<file path="src/rtl/ivs_dma_burst_split_if.sv">
// Command / burst-request bundle for ivs_dma_burst_split.
//   slave  : DMA burst splitter side (takes commands, issues rd/wr bursts, done)
//   master : command source and AR/AW consumer side
// Signals: cmd_valid/ready, cmd_src_addr, cmd_dst_addr, cmd_len (beats),
//          rd_valid/ready, rd_addr, rd_len (beats-1), wr_* likewise, done pulse.
interface ivs_dma_burst_split_if #(
  parameter int unsigned LEN_W = 16
);
  logic             cmd_valid;
  logic             cmd_ready;
  logic [31:0]      cmd_src_addr;
  logic [31:0]      cmd_dst_addr;
  logic [LEN_W-1:0] cmd_len;
  logic             rd_valid;
  logic             rd_ready;
  logic [31:0]      rd_addr;
  logic [5:0]       rd_len;
  logic             wr_valid;
  logic             wr_ready;
  logic [31:0]      wr_addr;
  logic [5:0]       wr_len;
  logic             done;

  modport slave (
    input  cmd_valid, cmd_src_addr, cmd_dst_addr, cmd_len, rd_ready, wr_ready,
    output cmd_ready, rd_valid, rd_addr, rd_len, wr_valid, wr_addr, wr_len, done
  );

  modport master (
    output cmd_valid, cmd_src_addr, cmd_dst_addr, cmd_len, rd_ready, wr_ready,
    input  cmd_ready, rd_valid, rd_addr, rd_len, wr_valid, wr_addr, wr_len, done
  );
endinterface

</file>
<file path="src/rtl/ivs_dma_burst_split.sv">
// ivs_dma_burst_split: splits one DMA copy command into AXI-legal read and
// write burst requests (at most MAX_BEATS beats, never crossing a 4 KB page).
// The read and write streams advance independently; done pulses once when
// both have issued every burst and the block is back in IDLE.
// Ports:
//   aclk, arst_n : clock, asynchronous active-low reset
//   bus          : ivs_dma_burst_split_if.slave (cmd, rd, wr, done)
// Optional feature macro DMA_SPLIT_STAT_EN adds per-command burst counters
//   stat_rd_bursts / stat_wr_bursts (cleared on command, saturating).
module ivs_dma_burst_split #(
  parameter int unsigned MAX_BEATS = 16,
  parameter int unsigned LEN_W     = 16
) (
  input  logic aclk,
  input  logic arst_n,
  ivs_dma_burst_split_if.slave bus
`ifdef DMA_SPLIT_STAT_EN
  ,
  output logic [15:0] stat_rd_bursts,
  output logic [15:0] stat_wr_bursts
`endif
);

  // Wide enough for both the remaining length and the 4 KB page room (256).
  localparam int unsigned CW    = (LEN_W > 9) ? LEN_W : 9;
  localparam int unsigned N_CH  = 2;  // channel 0 = read, 1 = write

  typedef enum logic {IDLE, BUSY} state_t;

  state_t                      state_q, state_d;
  logic                        cmd_ready_q, cmd_ready_d;
  logic                        done_q, done_d;
  logic [N_CH-1:0][31:0]       addr_q, addr_d;
  logic [N_CH-1:0][LEN_W-1:0]  rem_q, rem_d;   // beats not yet handed off, incl. presented burst
  logic [N_CH-1:0][5:0]        len_q, len_d;
  logic [N_CH-1:0]             valid_q, valid_d;
  logic [N_CH-1:0][31:0]       base_addr;
  logic [N_CH-1:0]             ready;
  logic                        cmd_fire;

  logic [31:0]                 nxt_addr;
  logic [LEN_W-1:0]            nxt_rem;
  logic [6:0]                  nxt_beats;
  logic                        load;

`ifdef DMA_SPLIT_STAT_EN
  logic [N_CH-1:0][15:0]       stat_q, stat_d;
`endif

  // Address bits [3:0] are forced to zero; keep them visibly sunk.
  logic unused_addr_lsbs;
  assign unused_addr_lsbs = ^{bus.cmd_src_addr[3:0], bus.cmd_dst_addr[3:0]};

  assign base_addr[0] = {bus.cmd_src_addr[31:4], 4'h0};
  assign base_addr[1] = {bus.cmd_dst_addr[31:4], 4'h0};
  assign ready        = {bus.wr_ready, bus.rd_ready};
  assign cmd_fire     = bus.cmd_valid & cmd_ready_q;

  // Beats for the next burst: min(remaining, MAX_BEATS, beats left in 4 KB page).
  function automatic logic [6:0] burst_beats(input logic [7:0] page_beat,
                                             input logic [LEN_W-1:0] rem);
    logic [CW-1:0] b;
    logic [CW-1:0] room;
    b    = CW'(rem);
    room = CW'(9'd256 - {1'b0, page_beat});
    if (b > CW'(MAX_BEATS)) b = CW'(MAX_BEATS);
    if (b > room)           b = room;
    return 7'(b);
  endfunction

  // Next-state: per-channel burst walk plus command FSM.
  always_comb begin
    state_d   = state_q;
    done_d    = 1'b0;
    addr_d    = addr_q;
    rem_d     = rem_q;
    len_d     = len_q;
    valid_d   = valid_q;
    nxt_addr  = '0;
    nxt_rem   = '0;
    nxt_beats = '0;
    load      = 1'b0;
`ifdef DMA_SPLIT_STAT_EN
    stat_d    = stat_q;
`endif

    for (int c = 0; c < int'(N_CH); c++) begin
      nxt_addr  = '0;
      nxt_rem   = '0;
      nxt_beats = '0;
      load      = 1'b0;
      if (cmd_fire) begin
        nxt_addr = base_addr[c];
        nxt_rem  = bus.cmd_len;
        load     = 1'b1;
      end else if (valid_q[c] && ready[c]) begin
        // Advance past the burst just taken; the sum wraps modulo 2^32.
        nxt_addr = addr_q[c] + {21'd0, 7'(len_q[c]) + 7'd1, 4'd0};
        nxt_rem  = rem_q[c] - LEN_W'(len_q[c]) - LEN_W'(1'b1);
        load     = 1'b1;
      end
      if (load) begin
        nxt_beats  = burst_beats(nxt_addr[11:4], nxt_rem);
        addr_d[c]  = nxt_addr;
        rem_d[c]   = nxt_rem;
        valid_d[c] = (nxt_rem != '0);
        len_d[c]   = (nxt_rem != '0) ? 6'(nxt_beats - 7'd1) : 6'd0;
      end
`ifdef DMA_SPLIT_STAT_EN
      if (cmd_fire) begin
        stat_d[c] = 16'd0;
      end else if (valid_q[c] && ready[c] && (stat_q[c] != 16'hFFFF)) begin
        stat_d[c] = stat_q[c] + 16'd1;
      end
`endif
    end

    case (state_q)
      IDLE: begin
        if (cmd_fire) begin
          if (bus.cmd_len == '0) done_d  = 1'b1;
          else                   state_d = BUSY;
        end
      end
      BUSY: begin
        if ((rem_d[0] == '0) && (rem_d[1] == '0)) begin
          state_d = IDLE;
          done_d  = 1'b1;
        end
      end
      default: state_d = IDLE;
    endcase

    cmd_ready_d = (state_d == IDLE);
  end

  // State and output registers.
  always_ff @(posedge aclk or negedge arst_n) begin
    if (!arst_n) begin
      state_q     <= IDLE;
      cmd_ready_q <= 1'b0;
      done_q      <= 1'b0;
      addr_q      <= '0;
      rem_q       <= '0;
      len_q       <= '0;
      valid_q     <= '0;
`ifdef DMA_SPLIT_STAT_EN
      stat_q      <= '0;
`endif
    end else begin
      state_q     <= state_d;
      cmd_ready_q <= cmd_ready_d;
      done_q      <= done_d;
      addr_q      <= addr_d;
      rem_q       <= rem_d;
      len_q       <= len_d;
      valid_q     <= valid_d;
`ifdef DMA_SPLIT_STAT_EN
      stat_q      <= stat_d;
`endif
    end
  end

  assign bus.cmd_ready = cmd_ready_q;
  assign bus.done      = done_q;
  assign bus.rd_valid  = valid_q[0];
  assign bus.rd_addr   = addr_q[0];
  assign bus.rd_len    = len_q[0];
  assign bus.wr_valid  = valid_q[1];
  assign bus.wr_addr   = addr_q[1];
  assign bus.wr_len    = len_q[1];

`ifdef DMA_SPLIT_STAT_EN
  assign stat_rd_bursts = stat_q[0];
  assign stat_wr_bursts = stat_q[1];
`endif

endmodule

</file>
<file path="src/flat_wrapper.sv">
// flat-port wrapper written by rule: the top's interface ports become plain ports
module ivs_dma_burst_split_flat 
#(
  parameter int unsigned MAX_BEATS = 16,
  parameter int unsigned LEN_W     = 16
)
  (aclk, arst_n, bus_cmd_valid, bus_cmd_src_addr, bus_cmd_dst_addr, bus_cmd_len, bus_rd_ready, bus_wr_ready, bus_cmd_ready, bus_rd_valid, bus_rd_addr, bus_rd_len, bus_wr_valid, bus_wr_addr, bus_wr_len, bus_done);
  ivs_dma_burst_split_if #(.LEN_W(LEN_W)) bus_i ();
  input  logic aclk;
  input  logic arst_n;
  input wire logic [$bits(bus_i.cmd_valid)-1:0] bus_cmd_valid;
  input wire logic [$bits(bus_i.cmd_src_addr)-1:0] bus_cmd_src_addr;
  input wire logic [$bits(bus_i.cmd_dst_addr)-1:0] bus_cmd_dst_addr;
  input wire logic [$bits(bus_i.cmd_len)-1:0] bus_cmd_len;
  input wire logic [$bits(bus_i.rd_ready)-1:0] bus_rd_ready;
  input wire logic [$bits(bus_i.wr_ready)-1:0] bus_wr_ready;
  output wire logic [$bits(bus_i.cmd_ready)-1:0] bus_cmd_ready;
  output wire logic [$bits(bus_i.rd_valid)-1:0] bus_rd_valid;
  output wire logic [$bits(bus_i.rd_addr)-1:0] bus_rd_addr;
  output wire logic [$bits(bus_i.rd_len)-1:0] bus_rd_len;
  output wire logic [$bits(bus_i.wr_valid)-1:0] bus_wr_valid;
  output wire logic [$bits(bus_i.wr_addr)-1:0] bus_wr_addr;
  output wire logic [$bits(bus_i.wr_len)-1:0] bus_wr_len;
  output wire logic [$bits(bus_i.done)-1:0] bus_done;
  assign bus_i.cmd_valid = bus_cmd_valid;
  assign bus_i.cmd_src_addr = bus_cmd_src_addr;
  assign bus_i.cmd_dst_addr = bus_cmd_dst_addr;
  assign bus_i.cmd_len = bus_cmd_len;
  assign bus_i.rd_ready = bus_rd_ready;
  assign bus_i.wr_ready = bus_wr_ready;
  assign bus_cmd_ready = bus_i.cmd_ready;
  assign bus_rd_valid = bus_i.rd_valid;
  assign bus_rd_addr = bus_i.rd_addr;
  assign bus_rd_len = bus_i.rd_len;
  assign bus_wr_valid = bus_i.wr_valid;
  assign bus_wr_addr = bus_i.wr_addr;
  assign bus_wr_len = bus_i.wr_len;
  assign bus_done = bus_i.done;
  ivs_dma_burst_split #(.MAX_BEATS(MAX_BEATS), .LEN_W(LEN_W)) u_core (.aclk(aclk), .arst_n(arst_n), .bus(bus_i));
endmodule
</file>
<file path="config.mk">
export PLATFORM = sky130hd
export DESIGN_NAME = ivs_dma_burst_split_flat
export DESIGN_NICKNAME = d
export VERILOG_FILES = /design/src/rtl/ivs_dma_burst_split_if.sv /design/src/rtl/ivs_dma_burst_split.sv /design/src/flat_wrapper.sv
export SDC_FILE = /design/constraint.sdc
export NUM_CORES = 1
export LEC_CHECK = 0
export CAP_MARGIN = 20
export CORE_AREA = 2 2 147 149
export CTS_BUF_LIST = sky130_fd_sc_hd__clkbuf_4 sky130_fd_sc_hd__clkbuf_8
export DETAILED_ROUTE_END_ITERATION = 12
export DIE_AREA = 0 0 149 151
export PLACE_DENSITY = 0.75
export SLEW_MARGIN = 20
export SYNTH_ARGS = -nofsm -noshare
export SYNTH_HDL_FRONTEND = slang
export SYNTH_SLANG_ARGS = --single-unit
</file>
<file path="constraint.sdc">
create_clock -name aclk -period 7 [get_ports aclk]
set_input_delay 1.4 -clock aclk [delete_from_list [all_inputs] [get_ports aclk]]
set_output_delay 1.4 -clock aclk [all_outputs]
set_load 0.01 [all_outputs]
</file>
==> run metrics, run 1 <==
status=finished, final reports clean; number of enable flip-flop cells after synthesis=0; Slew Limit Headroom=33.9%; post-synthesis area per instance=8.30 um^2; share of cells above drive strength 1=5.72%; DRT Wirelength=23800 um; most frequent cells in the layout=clkdlybuf4s50_1, nand2_1, dfrtp_1; Post-CTS Setup Inserts=0; Clk network pwr share=6.9%; root buffer cell=clkbuf_8; startpoint types=input port; Remaining DRCs=0; Int Power=2.96 mW; CTS buffer count=9; sequential element share of the synthesized area=32.1%; worst-margin pin slew=0.984 ns; DR WL/cell=16.9 um; Fin Hold WS=0.522 ns; endpoints failing setup=0; P_sw=2.78 mW; largest cells by area after synthesis=dfrtp_1, ha_1, nand2_1, xnor2_1, xor2_1; clock latency at the later pin of the worst-skew pair=0.40 ns; TritonCTS clock tree=built; global route overflow=0; RSZ-0062 raised after global routing=false; clock sink count=105; via/cell ratio=5.54; switching share of power=48.4%; Cell Area, Placed=9990 um^2; area grow syn2layout=24.3%; Reg power frac=20.9%; IO Port Bufs=148; Tmin final=5.84 ns; final design utilization=48.9%; layer with the highest usage=met2; Setup TNS Final=0 ns; Clock Path Buffers=2; Logic pwr share=72.2%; maximum vdd drop=369 uV; Hold Crit Class=reg -> reg; Most used DFF post-synth=dfrtp_1; non-filler cells, final=1412; via count of the routed design=7816; period utilization=83.4%; register clock-pin slew on the reported worst setup and hold paths=0.12 ns; maxcap violations=0; DRT Pass-1 Iters=5; Hold Violations, Final=0; Worst Path Max Fanout=44; Placed Instances=1396; most common cell after layout, fill and taps aside=clkdlybuf4s50_1; Die Span Y=151 um; Place WS=0.837 ns; Yosys top cell area share=32.1%; global-route wire length before repair=37900 um; pwr/cell area=563 nW/um^2; Max Fclk=0.171 GHz; Post-synth ARST share=100%; H-tree levels=3; cts hold-fix bufs=0; met1 usage=28.6%; CP Buf/Inv Count=5; CP arrival=6.14 ns; dpl hpwl=18300 um; Yosys reg bits=105; # IOs=165; core footprint=20800 um^2; Cell variety after synth=85; Crit-path slowest cell=clkdlybuf4s50_1; Setup crit end kind=flip-flop; die area=22500 um^2; dominant cell type by area after synthesis=dfrtp_1; total track usage=21.1%; vias in the first global route=7403; chip width=149 um; Finished Cell Area=10200 um^2; synth warn=0; critical path type=in -> reg; initial antenna violation count=0; final setup margin=1.16 ns; met2 global-route usage=34.7%; post-CTS resize count=0; met3 Track Usage GR=2.47%; Fill cells=1995; Initial Util=39.4%; fin nets=1271; CP peak stage delay=0.68 ns; ant diodes=0; Post-Syn Area=8200 um^2; Syn Inst Count=987; CP cell instances=clkdlybuf4s50_1 -> and2_4 -> buf_4 -> a21oi_1 -> ha_1 -> inv_1 -> nor2_1 -> o311ai_0 -> xor2_1 -> inv_1 -> ha_1 -> nand4_1 -> nor3_1 -> nor2_1 -> a31oi_1 -> inv_1 -> mux2_2 -> ha_1 -> o221ai_1 -> xnor2_1 -> a22o_1; Critical Path RT=7.30 ns; Static Leakage=4.20 nW; pin count of the biggest net entering global routing=68; num rows=53; RD Place Congestion=0.950; DRT iter0 DRCs=676; PnR Total Power=5.74 mW; count of final max-slew check failures=0; delay-heaviest family, CP=buffers and inverters; ANT nets after route=0; Worst Skew=0.0222 ns
[worst min-delay path, cell delays in order (launching register included)]
cell,delay [ns]
dfrtp_1,0.39
nand2_1,0.06
nand2_1,0.06
[cell families (layout without fill, tap and decap cells)]
| group | Yosys count | count (layout) | synth area share (%) |
|---|---|---|---|
| muxes | 8 | 8 | 1.01 |
| other | 1 | 16 | 0.0458 |
| buffers and inverters | 88 | 223 | 4.53 |
| adders and majority gates | 55 | 55 | 8.73 |
| xor gates and xnor gates | 98 | 98 | 10.5 |
| DFF | 105 | 105 | 32.1 |
| and+or+nand+nor | 388 | 388 | 23.4 |
| AOI/OAI and AO/OA | 244 | 244 | 19.7 |
[sequential cells by signal (all words and copies together) (netlist names)]
| name | count |
|---|---|
| u_core.bus.rd_len | 6 |
| u_core.bus.rd_addr | 28 |
| u_core.bus.wr_addr | 28 |
| u_core.valid_q | 2 |
| u_core.state_q | 1 |
| u_core.rem_q | 32 |
| u_core.bus.done | 1 |
| u_core.bus.wr_len | 6 |
| u_core.bus.cmd_ready | 1 |
[cell type report]
type / instances / area (um^2) / area share (%)
flip-flops and latches: 105 / 2630 / 25.8
repair buffers: 164 / 1600 / 15.7
inverters: 43 / 161 / 1.58
clock inverters: 6 / 60.1 / 0.590
clock buffers: 10 / 138 / 1.35
well taps: 275 / 344 / 3.38
multi-input cells: 809 / 5260 / 51.6
[final timing paths]
path	start	endpoint	depth (start not counted)	slack, ns
max in group asynchronous	arst_n	u_core.bus.wr_len[1]	2	4.77
setup / recovery	bus_cmd_valid	u_core.bus.wr_len[4]	21	1.16
hold reg to reg	u_core.bus.wr_addr[6]	u_core.bus.wr_addr[6]	2	0.52
hold / removal	u_core.bus.wr_addr[6]	u_core.bus.wr_addr[6]	2	0.52
min in group asynchronous	arst_n	u_core.bus.rd_addr[20]	1	0.96
setup reg to reg	u_core.bus.wr_len[0]	u_core.bus.wr_len[4]	22	1.49
[power groups by stage]
stage / combinational (mW) / clock (mW) / sequential (mW)
finish: 4.14 / 0.395 / 1.20
global route: 4.58 / 0.429 / 1.24
CTS: 4.10 / 0.403 / 1.19
detailed placement: 4.06 / 0 / 1.20
global placement: 3.99 / 0 / 1.20
floorplan: 2.95 / 0 / 1.19
[cell usage after synthesis, types with 5 or more instances]
master	instances
a211oi_1	6
ha_1	50
xnor2_1	54
clkbuf_1	27
a21oi_1	55
and3_1	12
a31oi_1	7
o21a_1	7
dfrtp_1	105
a221oi_1	5
a22oi_1	9
nand2b_1	7
nor4_1	11
o21ai_0	72
buf_1	6
or4_1	6
nand4_1	12
buf_4	8
a21o_1	18
nor2b_1	5
and2_1	5
o211ai_1	5
nand3_1	47
mux2i_1	6
xor2_1	44
nand2_1	144
inv_1	43
o31a_1	6
nor3_1	34
o31ai_1	5
a22o_1	8
nor2_1	63
[routing by layer]
metal	up-vias	routed length [um]
met5	-	0
met4	0	588
met3	36	1020
met2	218	11400
met1	3761	10800
li1	3801	-
No activity file was read; power rests on OpenSTA's default activity.
==> run 2: changes to the inputs <==
- PLACE_DENSITY: 0.75 -> 0.77
- clock period: 7 -> 4.7 ns (I/O delays scaled with it)
==> run metrics, run 2 (synthesized netlist as in run 1, its figures left out) <==
DR WL/cell=17.1 um (+1.4%); failing checks=negative setup slack; most common cell after layout, fill and taps aside=buf_4; Setup crit end kind=flip-flop; worst-margin pin slew=0.738 ns (-0.246 ns); critical path type=in -> reg; CTS buffer count=9 (unchanged); ANT nets after route=0 (unchanged); Tmin final=4.71 ns; DRT Pass-1 Iters=6 (+1); RD Place Congestion=0.922 (-3.0%); Fill cells=1783 (-11%); CP arrival=5.00 ns (-1.14 ns); Static Leakage=5.07 nW (+21%); endpoints failing setup=2 (+2); num rows=53 (unchanged); Biggest register=u_core.rem_q; maximum vdd drop=552 uV (+50%); Slew Limit Headroom=50.8% (+17 points); root buffer cell=clkbuf_8; final setup margin=-0.0116 ns (-1.17 ns); IO Port Bufs=148 (unchanged); # IOs=165 (unchanged); via/cell ratio=5.46 (-1.3%); TritonCTS clock tree=built; ant diodes=0 (unchanged); Place WS=-0.543 ns (-1.38 ns); global-route wire length before repair=41400 um (+9.4%); startpoint types=input port; initial antenna violation count=0 (unchanged); most frequent cells in the layout=buf_4, clkdlybuf4s50_1, nand2_1; Worst Path Max Fanout=7 (-84%); clock latency at the later pin of the worst-skew pair=0.40 ns (about the same); global route overflow=0 (unchanged); chip width=149 um (unchanged); Hold Crit Class=reg -> reg; Max Fclk=0.212 GHz; Cell Area, Placed=11200 um^2 (+12%); max reg flops=32 (unchanged); PnR Total Power=10.9 mW (+90%); H-tree levels=3 (unchanged); total track usage=22.9% (+1.9 points); register clock-pin slew on the reported worst setup and hold paths=0.11 ns (about the same); period utilization=100%; RSZ-0062 raised after global routing=true; clock sink count=105 (unchanged); Critical Path RT=4.99 ns (-2.31 ns); Initial Util=39.4% (unchanged); Hold Violations, Final=0 (unchanged); pin count of the biggest net entering global routing=76 (+12%); dpl hpwl=20200 um (+11%); Clock Path Buffers=2 (unchanged); share of cells above drive strength 1=23.6% (+18 points); vias in the first global route=8222 (+11%); via count of the routed design=8607 (+10%); pwr/cell area=914 nW/um^2 (+62%); count of final max-slew check failures=0 (unchanged); Finished Cell Area=11900 um^2 (+17%); core footprint=20800 um^2 (unchanged); area grow syn2layout=45.6%; Remaining DRCs=0 (unchanged); Die Span Y=151 um (unchanged); status=finished with violations; DRT iter0 DRCs=573 (-15%); fin nets=1434 (+13%); cts hold-fix bufs=0 (unchanged); maxcap violations=0 (unchanged); DRT Wirelength=27000 um (+13%); Worst Skew=0.0185 ns (-0.00366 ns); die area=22500 um^2 (unchanged)
==> run 2: cell types whose count changed in the layout (fill, tap and decap cells not counted), moves of 6 or more <==
cell     change
ha_4         +8
a21oi_1      -9
ha_2         +6
a21oi_2      +7
inv_1        -6
ha_1        -14
buf_6        +7
o21ai_0      -7
buf_4      +153
==> run 2: metal layers <==
| metal | share of wire [%] | vias to the layer above | global-route usage, % |
|---|---|---|---|
| met4 | 2.8 | 0 | 8.19 |
| met3 | 4.7 | 56 | 2.74 |
| met1 | 44 | 4147 | 31.0 |
| li1 | - | 4130 | - |
| met2 | 48 | 274 | 38.1 |
| met5 | 0 | - | 0 |
==> run 2: final timing paths <==
| path | from | to | slack, ns | cells after the start |
|---|---|---|---|---|
| worst max-delay path | bus_cmd_valid | u_core.bus.rd_len[4] | -0.01 | 21 |
| worst min-delay path | u_core.bus.wr_addr[10] | u_core.bus.wr_addr[10] | 0.54 | 2 |
| worst max register to register | u_core.bus.wr_len[0] | u_core.bus.wr_len[4] | 0.03 | 24 |
| worst min register to register | u_core.bus.wr_addr[10] | u_core.bus.wr_addr[10] | 0.54 | 2 |
| max in group asynchronous | arst_n | u_core.bus.rd_len[1] | 3.18 | 2 |
| min in group asynchronous | arst_n | u_core.rem_q[4] | 0.55 | 1 |
==> run 2: power by group <==
part / total [mW] / internal, mW / leakage [nW] / switching [mW]
clock network: 0.564 / 0.205 / 0.0805 / 0.360
logic: 8.58 / 4.34 / 3.75 / 4.24
registers: 1.76 / 1.31 / 1.24 / 0.454
total: 10.9 / 5.86 / 5.07 / 5.05
==> run 2: stage by stage <==
| stage | hold slack, ns | utilization [%] | TNS (ns) | instances |
|---|---|---|---|---|
| finish | 0.540 | 57.3 | -0.0209 | 1575 |
| global route | 0.565 | 57.3 | -1.03 | 1575 |
| global placement | 0.497 | 53.8 | -3.07 | 1546 |
| detailed placement | 0.501 | 53.8 | -4.12 | 1546 |
| CTS | 0.528 | 55.3 | -0.0312 | 1565 |
| floorplan | 0.473 | - | -0.0457 | 1002 |
==> run 2: what timing repair did <==
| action | 4_1_cts | 5_1_grt |
|---|---|---|
| endpoints found under the hold margin | 0 | 0 |
| pin swaps | 14 | 44 |
| buffers inserted | 3 | 10 |
| gates resized for setup | 21 | 83 |
| setup endpoints to repair | 10 | 10 |
==> run 2: cell type report <==
cell class	count	area [um^2]	share of cell area, %
Inverter	43	164	1.37
Tap cell	275	344	2.88
Timing Repair Buffer	327	2890	24.2
Clock buffer	10	131	1.10
Sequential cell	105	2630	22.0
Clock inverter	6	50.0	0.419
Multi-Input combinational cell	809	5730	48.0
==> run 2: critical path: stages <==
cell	delay (ns)
clkdlybuf4s50_1	0.49
buf_6	0.17
and2_4	0.19
buf_12	0.13
nor2_1	0.22
buf_4	0.22
nand2_1	0.06
a21oi_1	0.10
and3b_1	0.21
buf_4	0.15
nand3_2	0.09
nor2_1	0.05
ha_1	0.19
nor4_1	0.38
o21ai_1	0.16
nand2_1	0.13
a21oi_4	0.11
buf_4	0.17
o31a_1	0.34
and3_4	0.18
a221o_1	0.29
